===== src/rtl/ttl_74165.sv =====
// ttl_74165 -- synchronous model of a 74165-style parallel-in, serial-out
// shift register. It is the transmit end of the TTL serial links: a parallel
// word is captured, then shifted out MSB-first (pin H) on QH/QH_n. SER fills
// the register from the A end, so a cascade chains QH into the next SER.
//
// Ports:
//   CLK      in   1      rising-edge clock
//   CLR      in   1      asynchronous active-high clear of the register
//   SH_LD_n  in   1      0 = parallel load, 1 = shift/hold (sampled at CLK)
//   CLK_INH  in   1      1 = inhibit shifting (sampled at CLK); load ignores it
//   SER      in   1      serial data into bit 0 (pin A) on a shift
//   D        in   WIDTH  parallel data, D[WIDTH-1] = pin H, D[0] = pin A
//   QH       out  1      register bit WIDTH-1
//   QH_n     out  1      complement of QH
//
// Parameters:
//   WIDTH       register length (at least 2)
//   DELAY_RISE  output 0->1 delay in ns, used only with TTL_DELAY_EN
//   DELAY_FALL  output 1->0 delay in ns, used only with TTL_DELAY_EN
//
// Build option:
//   TTL_DELAY_EN  when defined, QH and QH_n follow the register through
//                 inertial delays (simulation-only timing model). When not
//                 defined, the outputs follow the register with zero delay.

module ttl_74165 #(
    parameter int WIDTH      = 8,
    parameter int DELAY_RISE = 12,
    parameter int DELAY_FALL = 16
) (
    input  logic             CLK,
    input  logic             CLR,
    input  logic             SH_LD_n,
    input  logic             CLK_INH,
    input  logic             SER,
    input  logic [WIDTH-1:0] D,
    output logic             QH,
    output logic             QH_n
);

    // Elaboration-time sanity checks: the shift path slices [WIDTH-2:0],
    // and negative delays are meaningless for the timing model.
    generate
        if (WIDTH < 2) begin : g_bad_width
            $error("ttl_74165: WIDTH must be at least 2");
        end
        if (DELAY_RISE < 0 || DELAY_FALL < 0) begin : g_bad_delay
            $error("ttl_74165: delays must be non-negative");
        end
    endgenerate

    logic [WIDTH-1:0] sr_q;
    logic [WIDTH-1:0] sr_d;
    logic [WIDTH-1:0] sr_shift;

    // Shift toward H: each bit moves one place up, SER enters at pin A.
    assign sr_shift = {sr_q[WIDTH-2:0], SER};

    // Next-state selection. Written with conditional operators rather than
    // if/else so that an X on SH_LD_n or CLK_INH merges the candidate values
    // bitwise and propagates X into the register instead of silently
    // picking a branch. Load outranks inhibit.
    always_comb begin
        sr_d = sr_q;
        sr_d = (!SH_LD_n) ? D
             : ((!CLK_INH) ? sr_shift : sr_q);
    end

    // Clear acts immediately and also wins over a coincident clock edge.
    always_ff @(posedge CLK or posedge CLR) begin
        if (CLR) begin
            sr_q <= '0;
        end else begin
            sr_q <= sr_d;
        end
    end

`ifdef TTL_DELAY_EN
    // Continuous assignments with rise/fall delays are inertial: a pulse
    // shorter than the delay is swallowed. Each output applies its own
    // direction's delay, so QH_n rises after DELAY_RISE while QH falls
    // after DELAY_FALL. Clear-driven changes go through the same path.
    assign #(DELAY_RISE, DELAY_FALL) QH   = sr_q[WIDTH-1];
    assign #(DELAY_RISE, DELAY_FALL) QH_n = ~sr_q[WIDTH-1];
`else
    assign QH   = sr_q[WIDTH-1];
    assign QH_n = ~sr_q[WIDTH-1];
`endif

endmodule


===== config.mk =====
export PLATFORM = sky130hd
export DESIGN_NAME = ttl_74165
export DESIGN_NICKNAME = d
export VERILOG_FILES = /design/src/rtl/ttl_74165.sv
export SDC_FILE = /design/constraint.sdc
export NUM_CORES = 1
export LEC_CHECK = 0
export ABC_AREA = 1
export ABC_CLOCK_PERIOD_IN_PS = 1200
export BUFFER_PORTS_ARGS = -buffer_cell sky130_fd_sc_hd__clkbuf_2
export CAP_MARGIN = 25
export CORE_AREA = 2 2 39 41
export CTS_CLUSTER_SIZE = 12
export DETAILED_ROUTE_END_ITERATION = 7
export DIE_AREA = 0 0 41 43
export PLACE_DENSITY_LB_ADDON = 0.25
export SYNTH_ARGS = -nofsm -noshare
export SYNTH_HDL_FRONTEND = slang
export SYNTH_SLANG_ARGS = --single-unit

===== constraint.sdc =====
create_clock -name CLK -period 1.2 [get_ports CLK]
set_input_delay 0.18 -clock CLK [delete_from_list [all_inputs] [get_ports CLK]]
set_output_delay 0.18 -clock CLK [all_outputs]
set_load 0.03 [all_outputs]

== Word-level counts from Yosys, hierarchy flattened ==
Index checks and enable logic that the tools add are counted.
Word-level totals
  register bits: 8
  word-level logic and storage cells: 5
Cells by class
  eq/ne operators: 1
  muxes and demuxes: 2
  bitwise operators: 1
Operator list (number)
  $mux W8: 2
  $ne A2 B2 Y1 const B: 1
  $not A1 Y1: 1

== Logic depth before layout (Yosys ltp) ==
Gate-level depths: netlist (run 1).
  depth in word-level cells: 2
  mapped depth: 6

== Worst setup path after synthesis (run 1) ==
OpenSTA, ideal clock, no wires.
  path kind: reg-to-output
  start: register sr_q[7]
  end: output QH_n
  data arrival time: 0.730 ns
  data required time: 1.020 ns
  setup slack: 0.290 ns
  stages on the path, launching flop included: 2
  buffers on the path: 0
  cell sequence: dfrtp_1 inv_1
On the way
  cells in the longest elaborated chain, start to end: 1
RTL lines
  start, declared: line 52  | logic [WIDTH-1:0] sr_q;
  start signal, assigned: line 74  | sr_q <= sr_d;
  $not A1 Y1: line 87  | assign QH_n = ~sr_q[WIDTH-1];
  end, declared: line 38  | output logic QH_n
No other way between the ends.

== Worst setup path in the final report (run 1) ==
Ends and elaborated chain as after synthesis.

==> impl_metrics.json, run 1 <==
{
  "top_regs": "sr_q x8",
  "dr_total_vias": 412,
  "yosysSeqAreaShare_pct": 42.90,
  "layout-drive-gt1-share_pct": 30.77,
  "ir_drop_v": 0.0005921,
  "drt_pass1_iterations": 2,
  "p_per_area_nw_per_um2": 1178,
  "clk_pin_slew_ns": 0.05,
  "period_minus_slack_ns": 1.077,
  "core_area_um2": 1384,
  "hold_viol": 0,
  "reg2reg_from": "sr_q[5]$_DFFE_PP0P_",
  "synthCells": 63,
  "start_util_pct": 33.73,
  "power_mw": 0.6545,
  "drcViolationCount": 0,
  "crit_fanout": 3,
  "detail_route.wl_per_cell_um": 10.24,
  "grt_pass1_vias": 369,
  "cts-root-buf": "clkbuf_4",
  "drt_iter0_markers": 10,
  "dp_hpwl_um": 732.4,
  "die_h_um": 43,
  "setup_violations": 0,
  "crit_arrival_ns": 0.90,
  "min_to": "sr_q[7]$_DFFE_PP0P_",
  "yosysWarnings": 0,
  "pwr-share-clk_pct": 31.9,
  "syn_to_final_growth_pct": 19.03,
  "rows": 14,
  "post-route-period-util_pct": 89.78,
  "h-tree-depth": 1,
  "rsz0062_at_grt": "false",
  "max_slew.worst_pin.slew_ns": 0.3210,
  "status": "finished clean",
  "cts_made_buffers": 3,
  "grt_max_degree": 17,
  "ioPinCount": 15,
  "post_cts_resized": 0,
  "r2r_cells": 4,
  "antenna_found_initial": 0,
  "grt_pass1_wl_um": 1511,
  "antennaDiodeCount": 0,
  "cp-start-kind": "flop",
  "crit_path_end_kind": "output port",
  "slew_viol_final": 0,
  "combPwrFrac_pct": 19.5,
  "swShare_pct": 29.29,
  "n_fill_cell": 164,
  "syn_area_um2": 466.7,
  "clock_skew_ns": 0.0006929,
  "pwr-share-seq_pct": 48.7,
  "critical_path_class": "reg -> out",
  "max_freq_mhz": 928.2,
  "io_buffers": 14,
  "reg2reg_slack_ns": 0.44,
  "required_ns": 1.02,
  "p_int_mw": 0.4627,
  "fp.dieW_um": 41,
  "syn_avg_cell_area_um2": 7.408,
  "p_leak_nw": 0.3320,
  "cts_tree": "yes",
  "overflow": 0,
  "holdCritStartpoint": "D[7]",
  "worstHoldPathCells": 3,
  "synth_cell_types": 12,
  "reg2reg_to": "sr_q[6]$_DFFE_PP0P_",
  "routed_wl_um": 963,
  "relSlewSlack_pct": 78.58,
  "clockBufferDepth": 2,
  "die-area_um2": 1763,
  "regMostFlops": "sr_q",
  "tns_ns": 0,
  "clock-sinks": 8,
  "largest_reg_flops": 8,
  "worst_slack_ns": 0.1226,
  "dp_slack_ns": 0.2568,
  "grt_use_total_pct": 13.35,
  "gp_congestion": 0.7213,
  "clock_latency_ns": 0.26,
  "power_switching_mw": 0.1917,
  "maxCapViolations": 0,
  "final_nets": 93,
  "viasPerCell": 4.383,
  "synth_nets": 76,
  "holdCritPathClass": "in -> reg",
  "ant_nets": 0,
  "hold_ws_ns": 0.1511,
  "ys_ff_latch": 8
}
==> Yosys cell counts <==
master	n	area [µm²]
nand3_1	12	60.06
nand2_2	2	12.51
buf_8	1	15.01
nor2_1	2	7.510
nand2_1	21	78.83
inv_1	10	37.54
nor2_2	2	12.51
inv_2	1	3.750
buf_6	1	11.26
dfrtp_1	8	200.2
buf_4	1	7.510
nand3_2	2	20.02
==> worst max path at each step <==
stage                          end                start  cells past startpoint  slack [ns]
2_1_floorplan                 QH_n  sr_q[7]$_DFFE_PP0P_                      1        0.29
3_3_place_gp   sr_q[0]$_DFFE_PP0P_              SH_LD_n                      6        0.29
3_5_place_dp   sr_q[4]$_DFFE_PP0P_              SH_LD_n                      6        0.26
4_1_cts                       QH_n  sr_q[7]$_DFFE_PP0P_                      2        0.11
5_1_grt                       QH_n  sr_q[7]$_DFFE_PP0P_                      2        0.06
6_report                      QH_n  sr_q[7]$_DFFE_PP0P_                      2        0.12
==> stage by stage <==
step	util, %	instance area [µm²]	instances
after global routing	40.14	555.5	94
final	40.14	555.5	94
after global placement	37.79	523.0	90
after floorplan	-	466.7	63
after detailed placement	37.79	523.0	90
after CTS	40.14	555.5	94
==> critical path, stage by stage (launching register included) <==
cell,delay (ns)
dfrtp_1,0.39
inv_1,0.06
clkbuf_2,0.19
==> layout by cell type, fill, tap and decap left out, types with 2 or more instances in the layout <==
| master | synthesis | layout |
|---|---|---|
| dfrtp_1 | 8 | 8 |
| nand2_2 | 2 | 2 |
| nand2_1 | 21 | 21 |
| nand3_2 | 2 | 2 |
| inv_1 | 10 | 10 |
| nor2_1 | 2 | 2 |
| clkbuf_4 | 0 | 3 |
| nand3_1 | 12 | 12 |
| clkbuf_2 | 0 | 14 |
| nor2_2 | 2 | 2 |
==> per-layer routing <==
| metal | vias up | GRT usage (%) | part of all wire (%) | wire length (µm) |
|---|---|---|---|---|
| met3 | 4 | 7.853 | 9.2 | 89 |
| met2 | 14 | 17.50 | 41 | 394 |
| li1 | 221 | - | - | - |
| met1 | 173 | 17.11 | 49 | 469 |
| met5 | - | 0 | 0 | 0 |
| met4 | 0 | 6.000 | 1.0 | 10 |
==> layout make-up <==
| type | count | area (µm²) | area share (%) |
|---|---|---|---|
| Sequential cell | 8 | 200.2 | 36.04 |
| Clock buffer | 3 | 22.52 | 4.054 |
| Timing Repair Buffer | 15 | 80.08 | 14.41 |
| Inverter | 11 | 41.29 | 7.432 |
| Tap cell | 16 | 20.02 | 3.604 |
| Multi-Input combinational cell | 41 | 191.4 | 34.46 |
==> kinds of logic after synthesis <==
group         synth area share (%)
simple gates                 41.02
buf+inv                      16.09
flops                        42.90
==> power groups by stage <==
| stage | Clock (mW) | Combinational (mW) | Sequential [mW] |
|---|---|---|---|
| after floorplan | 0 | 0.0922 | 0.323 |
| after global placement | 0 | 0.125 | 0.321 |
| after detailed placement | 0 | 0.127 | 0.322 |
| after CTS | 0.215 | 0.129 | 0.318 |
| after global routing | 0.235 | 0.147 | 0.321 |
| final | 0.209 | 0.127 | 0.319 |
==> repair_timing <==
item | 4_1_cts | 5_1_grt
buffers inserted | 0 | 0
hold buffers | 1 | 0
hold endpoints to repair | 8 | 0
(Power assumes the default switching activity.)
==> inputs of run 2 (changes only) <==
--- a/config.mk
+++ b/config.mk
@@ -14,6 +14,7 @@
 export DETAILED_ROUTE_END_ITERATION = 7
 export DIE_AREA = 0 0 41 43
 export PLACE_DENSITY_LB_ADDON = 0.25
+export REMOVE_ABC_BUFFERS = 1
 export SYNTH_ARGS = -nofsm -noshare
 export SYNTH_HDL_FRONTEND = slang
 export SYNTH_SLANG_ARGS = --single-unit
==> run 2 against run 1 <==
Clock-buffer cell count stayed put. Total power shrank 0.82%. Clock skew rose by 0.0025 ns. Register-to-register slack about the same. Critical path depth stayed put. First-iteration DRC count fell by 20%. Hold slack about the same. Clock power fell by 2%. Sequential cell count unchanged. Critical endpoint unchanged.
==> impl_metrics.json, run 2 (synthesis gave the netlist of run 1 again) <==
{
  "regMostFlops": "sr_q",
  "hold_viol": 0,
  "tns_ns": 0,
  "drcViolationCount": 0,
  "post-route-period-util_pct": 89.07,
  "ir_drop_v": 0.0004876,
  "routed_wl_um": 977,
  "crit_fanout": 3,
  "drt_pass1_iterations": 4,
  "regArea_um2": 200.2,
  "clock_skew_ns": 0.003221,
  "required_ns": 1.02,
  "die-area_um2": 1763,
  "final_common_cell": "nand2_1",
  "viasPerCell": 4.479,
  "reg2reg_slack_ns": 0.44,
  "core_area_um2": 1384,
  "antennaDiodeCount": 0,
  "power_mw": 0.6491,
  "multi_input_comb_area_um2": 191.4,
  "reg2reg_from": "sr_q[5]$_DFFE_PP0P_",
  "cts_made_buffers": 3,
  "slew_viol_final": 0,
  "h-tree-depth": 1,
  "max_freq_mhz": 935.6,
  "grt_max_degree": 17,
  "min_to": "sr_q[7]$_DFFE_PP0P_",
  "ant_nets": 0,
  "gp_congestion": 0.7039,
  "cts_tree": "yes",
  "clockBufferDepth": 2,
  "setup_violations": 0,
  "overflow": 0,
  "relSlewSlack_pct": 77.35,
  "worstHoldPathCells": 3,
  "max_slew.worst_pin.slew_ns": 0.3397,
  "reg2reg_to": "sr_q[6]$_DFFE_PP0P_",
  "p_leak_nw": 0.3320,
  "status": "finished clean",
  "syn_to_final_growth_pct": 19.03,
  "cts-root-buf": "clkbuf_4",
  "drt_iter0_markers": 8,
  "maxCapViolations": 0,
  "p_per_area_nw_per_um2": 1168,
  "die_h_um": 43,
  "clock-sinks": 8,
  "holdCritPathClass": "in -> reg",
  "grt_pass1_wl_um": 1511,
  "final_cell_mix": "nand2_1, clkbuf_2, nand3_1",
  "final_nets": 93,
  "crit_path_end_kind": "output port",
  "rsz0062_at_grt": "false",
  "cp-start-kind": "flop",
  "top_regs": "sr_q x8",
  "post_cts_resized": 0,
  "rows": 14,
  "period_minus_slack_ns": 1.069,
  "clock_latency_ns": 0.25,
  "ioPinCount": 15,
  "dp_hpwl_um": 707.9,
  "r2r_cells": 4,
  "largest_reg_flops": 8,
  "n_fill_cell": 161,
  "antenna_found_initial": 0,
  "dr_total_vias": 421,
  "start_util_pct": 33.73,
  "io_buffers": 14,
  "crit_arrival_ns": 0.89,
  "fp.dieW_um": 41,
  "layout-drive-gt1-share_pct": 30.77,
  "grt_use_total_pct": 13.64,
  "detail_route.wl_per_cell_um": 10.39,
  "critical_path_class": "reg -> out",
  "holdCritStartpoint": "D[7]",
  "clk_pin_slew_ns": 0.05,
  "grt_pass1_vias": 387
}
-- run 2: cell counts in the layout (fill, tap and decap cells not counted) --
Identical to the previous run, type by type.
-- run 2: what timing repair did --
action,in CTS,in global routing
endpoints found under the hold margin,8,0
hold buffers,1,0
setup buffers,0,0
-- run 2: critical path, stage by stage, from the launching register on --
cell and delay, ns:
dfrtp_1 0.39, inv_1 0.06, clkbuf_2 0.19
-- run 2: stage by stage --
stage / utilization [%] / hold slack, ns / instances / setup slack (ns) / instance area [µm²]
3_5_place_dp: 37.79 / 0.1317 / 90 / 0.2470 / 523.0
6_report: 40.14 / 0.1506 / 94 / 0.1312 / 555.5
5_1_grt: 40.14 / 0.1630 / 94 / 0.07319 / 555.5
3_3_place_gp: 37.79 / 0.1291 / 90 / 0.2810 / 523.0
4_1_cts: 40.14 / 0.1436 / 94 / 0.1175 / 555.5
2_1_floorplan: - / -0.004342 / 60 / 0.2899 / 432.9
-- run 2: cell type report --
type | instances | area share, %
Sequential cell | 8 | 36.04
Inverter | 11 | 7.432
Tap cell | 16 | 3.604
Multi-Input combinational cell | 41 | 34.46
Timing Repair Buffer | 15 | 14.41
Clock buffer | 3 | 4.054
-- run 2: worst max-delay path by stage --
stage	start	to	slack, ns	cells past startpoint
6_report	sr_q[7]$_DFFE_PP0P_	QH_n	0.13	2
5_1_grt	sr_q[7]$_DFFE_PP0P_	QH_n	0.07	2
4_1_cts	sr_q[7]$_DFFE_PP0P_	QH_n	0.12	2
3_5_place_dp	SH_LD_n	sr_q[0]$_DFFE_PP0P_	0.25	6
3_3_place_gp	SH_LD_n	sr_q[0]$_DFFE_PP0P_	0.28	6
2_1_floorplan	sr_q[7]$_DFFE_PP0P_	QH_n	0.29	1
-- run 2: layer usage --
layer / vias up / share of wire, % / routed length [µm] / track usage (%)
met3: 2 / 5.3 / 52 / 2.094
met5: - / 0 / 0 / 0
met2: 12 / 48 / 465 / 19.06
li1: 221 / - / - / -
met1: 186 / 45 / 440 / 16.07
met4: 0 / 1.9 / 19 / 14.00
-- run 2: power breakdown --
part	internal [mW]	total [mW]	switching [mW]
combinational	0.0492	0.130	0.0807
clock	0.114	0.204	0.0896
sequential	0.299	0.315	0.0163
==> inputs of run 3 (changes only) <==
--- a/config.mk
+++ b/config.mk
@@ -6,7 +6,7 @@
 export NUM_CORES = 1
 export LEC_CHECK = 0
 export ABC_AREA = 1
-export ABC_CLOCK_PERIOD_IN_PS = 1200
+export ABC_CLOCK_PERIOD_IN_PS = 1000
 export BUFFER_PORTS_ARGS = -buffer_cell sky130_fd_sc_hd__clkbuf_2
 export CAP_MARGIN = 25
 export CORE_AREA = 2 2 39 41
==> constraint.sdc (replaced) <==
create_clock -name CLK -period 1 [get_ports CLK]
set_input_delay 0.15 -clock CLK [delete_from_list [all_inputs] [get_ports CLK]]
set_output_delay 0.15 -clock CLK [all_outputs]
set_load 0.03 [all_outputs]
==> run 3 against run 2 <==
Combinational power grew 38%. Cell count grew 3.2%. Via count grew 7.4%. Clock-buffer cell count is the same. Clock power grew 21%. Non-clock buffer count grew 3. Sequential cell count is the same. Largest power group unchanged.
==> impl_metrics.json, run 3 (synthesis gave the netlist of run 1 again) <==
{
  "dr_total_vias": 452,
  "crit_chain": "clkbuf_4",
  "grt_pass1_wl_um": 1476,
  "core_area_um2": 1384,
  "crit_fanout": 3,
  "max_freq_mhz": 1013,
  "routed_wl_um": 914,
  "gp_congestion": 0.7086,
  "holdCritStartpoint": "D[5]",
  "r2r_cells": 3,
  "hold_viol": 0,
  "clock_latency_ns": 0.25,
  "clockBufferDepth": 2,
  "design_area_um2": 590.6,
  "dp_hpwl_um": 698.4,
  "maxCapViolations": 0,
  "viasPerCell": 4.660,
  "detail_route.wl_per_cell_um": 9.423,
  "crit_path_end_kind": "output port",
  "top_regs": "sr_q x8",
  "final_nets": 96,
  "period_minus_slack_ns": 0.9869,
  "io_buffers": 14,
  "drcViolationCount": 0,
  "regMostFlops": "sr_q",
  "max_slew.worst_pin.slew_ns": 0.3122,
  "ioPinCount": 15,
  "cp-start-kind": "flop",
  "worstHoldPathCells": 3,
  "critical_path_class": "reg -> out",
  "relSlewSlack_pct": 79.17,
  "cts_made_buffers": 3,
  "max_stage_delay_ns": 0.40,
  "clock_skew_ns": 0.002523,
  "die_h_um": 43,
  "rsz0062_at_grt": "true",
  "p_per_area_nw_per_um2": 1363,
  "path_buf_inv": 1,
  "grt_use_total_pct": 13.16,
  "fp.dieW_um": 41,
  "setup_violations": 0,
  "post-route-period-util_pct": 98.69,
  "ant_nets": 0,
  "antenna_found_initial": 0,
  "min_to": "sr_q[5]$_DFFE_PP0P_",
  "cpLargestDelayFamily": "flip-flops",
  "overflow": 0,
  "slew_viol_final": 0,
  "start_util_pct": 33.73,
  "largest_reg_flops": 8,
  "final_common_cell": "nand2_1",
  "rows": 14,
  "clk_pin_slew_ns": 0.05,
  "crit_start": "sr_q[7]$_DFFE_PP0P_",
  "postPlaceCellArea_um2": 538.0,
  "cts-root-buf": "clkbuf_4",
  "ir_drop_v": 0.0005984,
  "reg2reg_from": "sr_q[7]$_DFFE_PP0P_",
  "clock-sinks": 8,
  "reg2reg_slack_ns": 0.20,
  "slowest_stage": "dfrtp_1",
  "reg2reg_to": "sr_q[7]$_DFFE_PP0P_",
  "tns_ns": 0,
  "grt_max_degree": 12,
  "crit_arrival_ns": 0.84,
  "required_ns": 0.85,
  "p_leak_nw": 0.3494,
  "final_cell_mix": "nand2_1, nand3_1, clkbuf_2",
  "h-tree-depth": 1,
  "holdCritPathClass": "in -> reg",
  "status": "finished clean",
  "grt_pass1_vias": 396,
  "cts_tree": "yes",
  "drt_iter0_markers": 6,
  "die-area_um2": 1763,
  "antennaDiodeCount": 0,
  "drt_pass1_iterations": 4,
  "layout-drive-gt1-share_pct": 34.57,
  "syn_to_final_growth_pct": 26.54
}
-- run 3: cell count changes in the layout (fill, tap and decap cells not counted) --
cell      previous run  this run
inv_1               10         9
clkbuf_4             3         4
buf_8                0         1
inv_2                1         2
buf_4                0         3
clkbuf_2            14        12
-- run 3: power breakdown --
group	internal, mW	total (mW)	switching, mW
combinational	0.0799	0.180	0.100
sequential	0.359	0.377	0.0189
clock	0.137	0.247	0.110
-- run 3: what timing repair did --
action                                  CTS  global route
hold buffers                              1             0
endpoints found under the hold margin     8             0
gates resized for setup                   2             4
endpoints found under the setup margin    1             2
setup buffers                             1             0
pin swaps                                 0             0
-- run 3: how the worst max path moves through the flow --
stage | endpoint | slack, ns | cells past startpoint
floorplan | QH_n | 0.12 | 1
detailed placement | sr_q[0]$_DFFE_PP0P_ | 0.17 | 6
CTS | QH_n | -0.01 | 2
global placement | sr_q[0]$_DFFE_PP0P_ | 0.18 | 6
global route | QH_n | -0.03 | 2
finish | QH | 0.01 | 1
-- run 3: layer usage --
layer  vias up  wire length [µm]  track usage (%)
li1        226                 -                -
met1       202               392            13.86
met2        22               438            20.00
met3         2                63            1.571
met4         0                19            14.00
met5         -                 0                0
-- run 3: tightest hold or removal path, cell delays in order --
cell and delay (ns):
clkbuf_2 0.07, nand2_1 0.04, nand3_1 0.07
-- run 3: stage by stage --
| step | instances | hold WS, ns | worst slack (ns) | util (%) | total power [mW] |
|---|---|---|---|---|---|
| floorplan | 60 | -0.03434 | 0.1199 | - | 0.4735 |
| global placement | 92 | 0.09928 | 0.1805 | 38.88 | 0.5401 |
| detailed placement | 92 | 0.1007 | 0.1726 | 38.88 | 0.5423 |
| CTS | 97 | 0.1153 | -0.01124 | 42.41 | 0.8113 |
| global route | 97 | 0.1191 | -0.02569 | 42.68 | 0.8598 |
| finish | 97 | 0.1183 | 0.01310 | 42.68 | 0.8049 |
-- run 3: cell type report --
cell class / instances / area (µm²)
inverters: 11 / 41.29
flip-flops and latches: 8 / 200.2
well taps: 16 / 20.02
repair buffers: 18 / 115.1
multi-input cells: 41 / 191.4
fillers: 143 / 793.3
clock buffers: 3 / 22.52
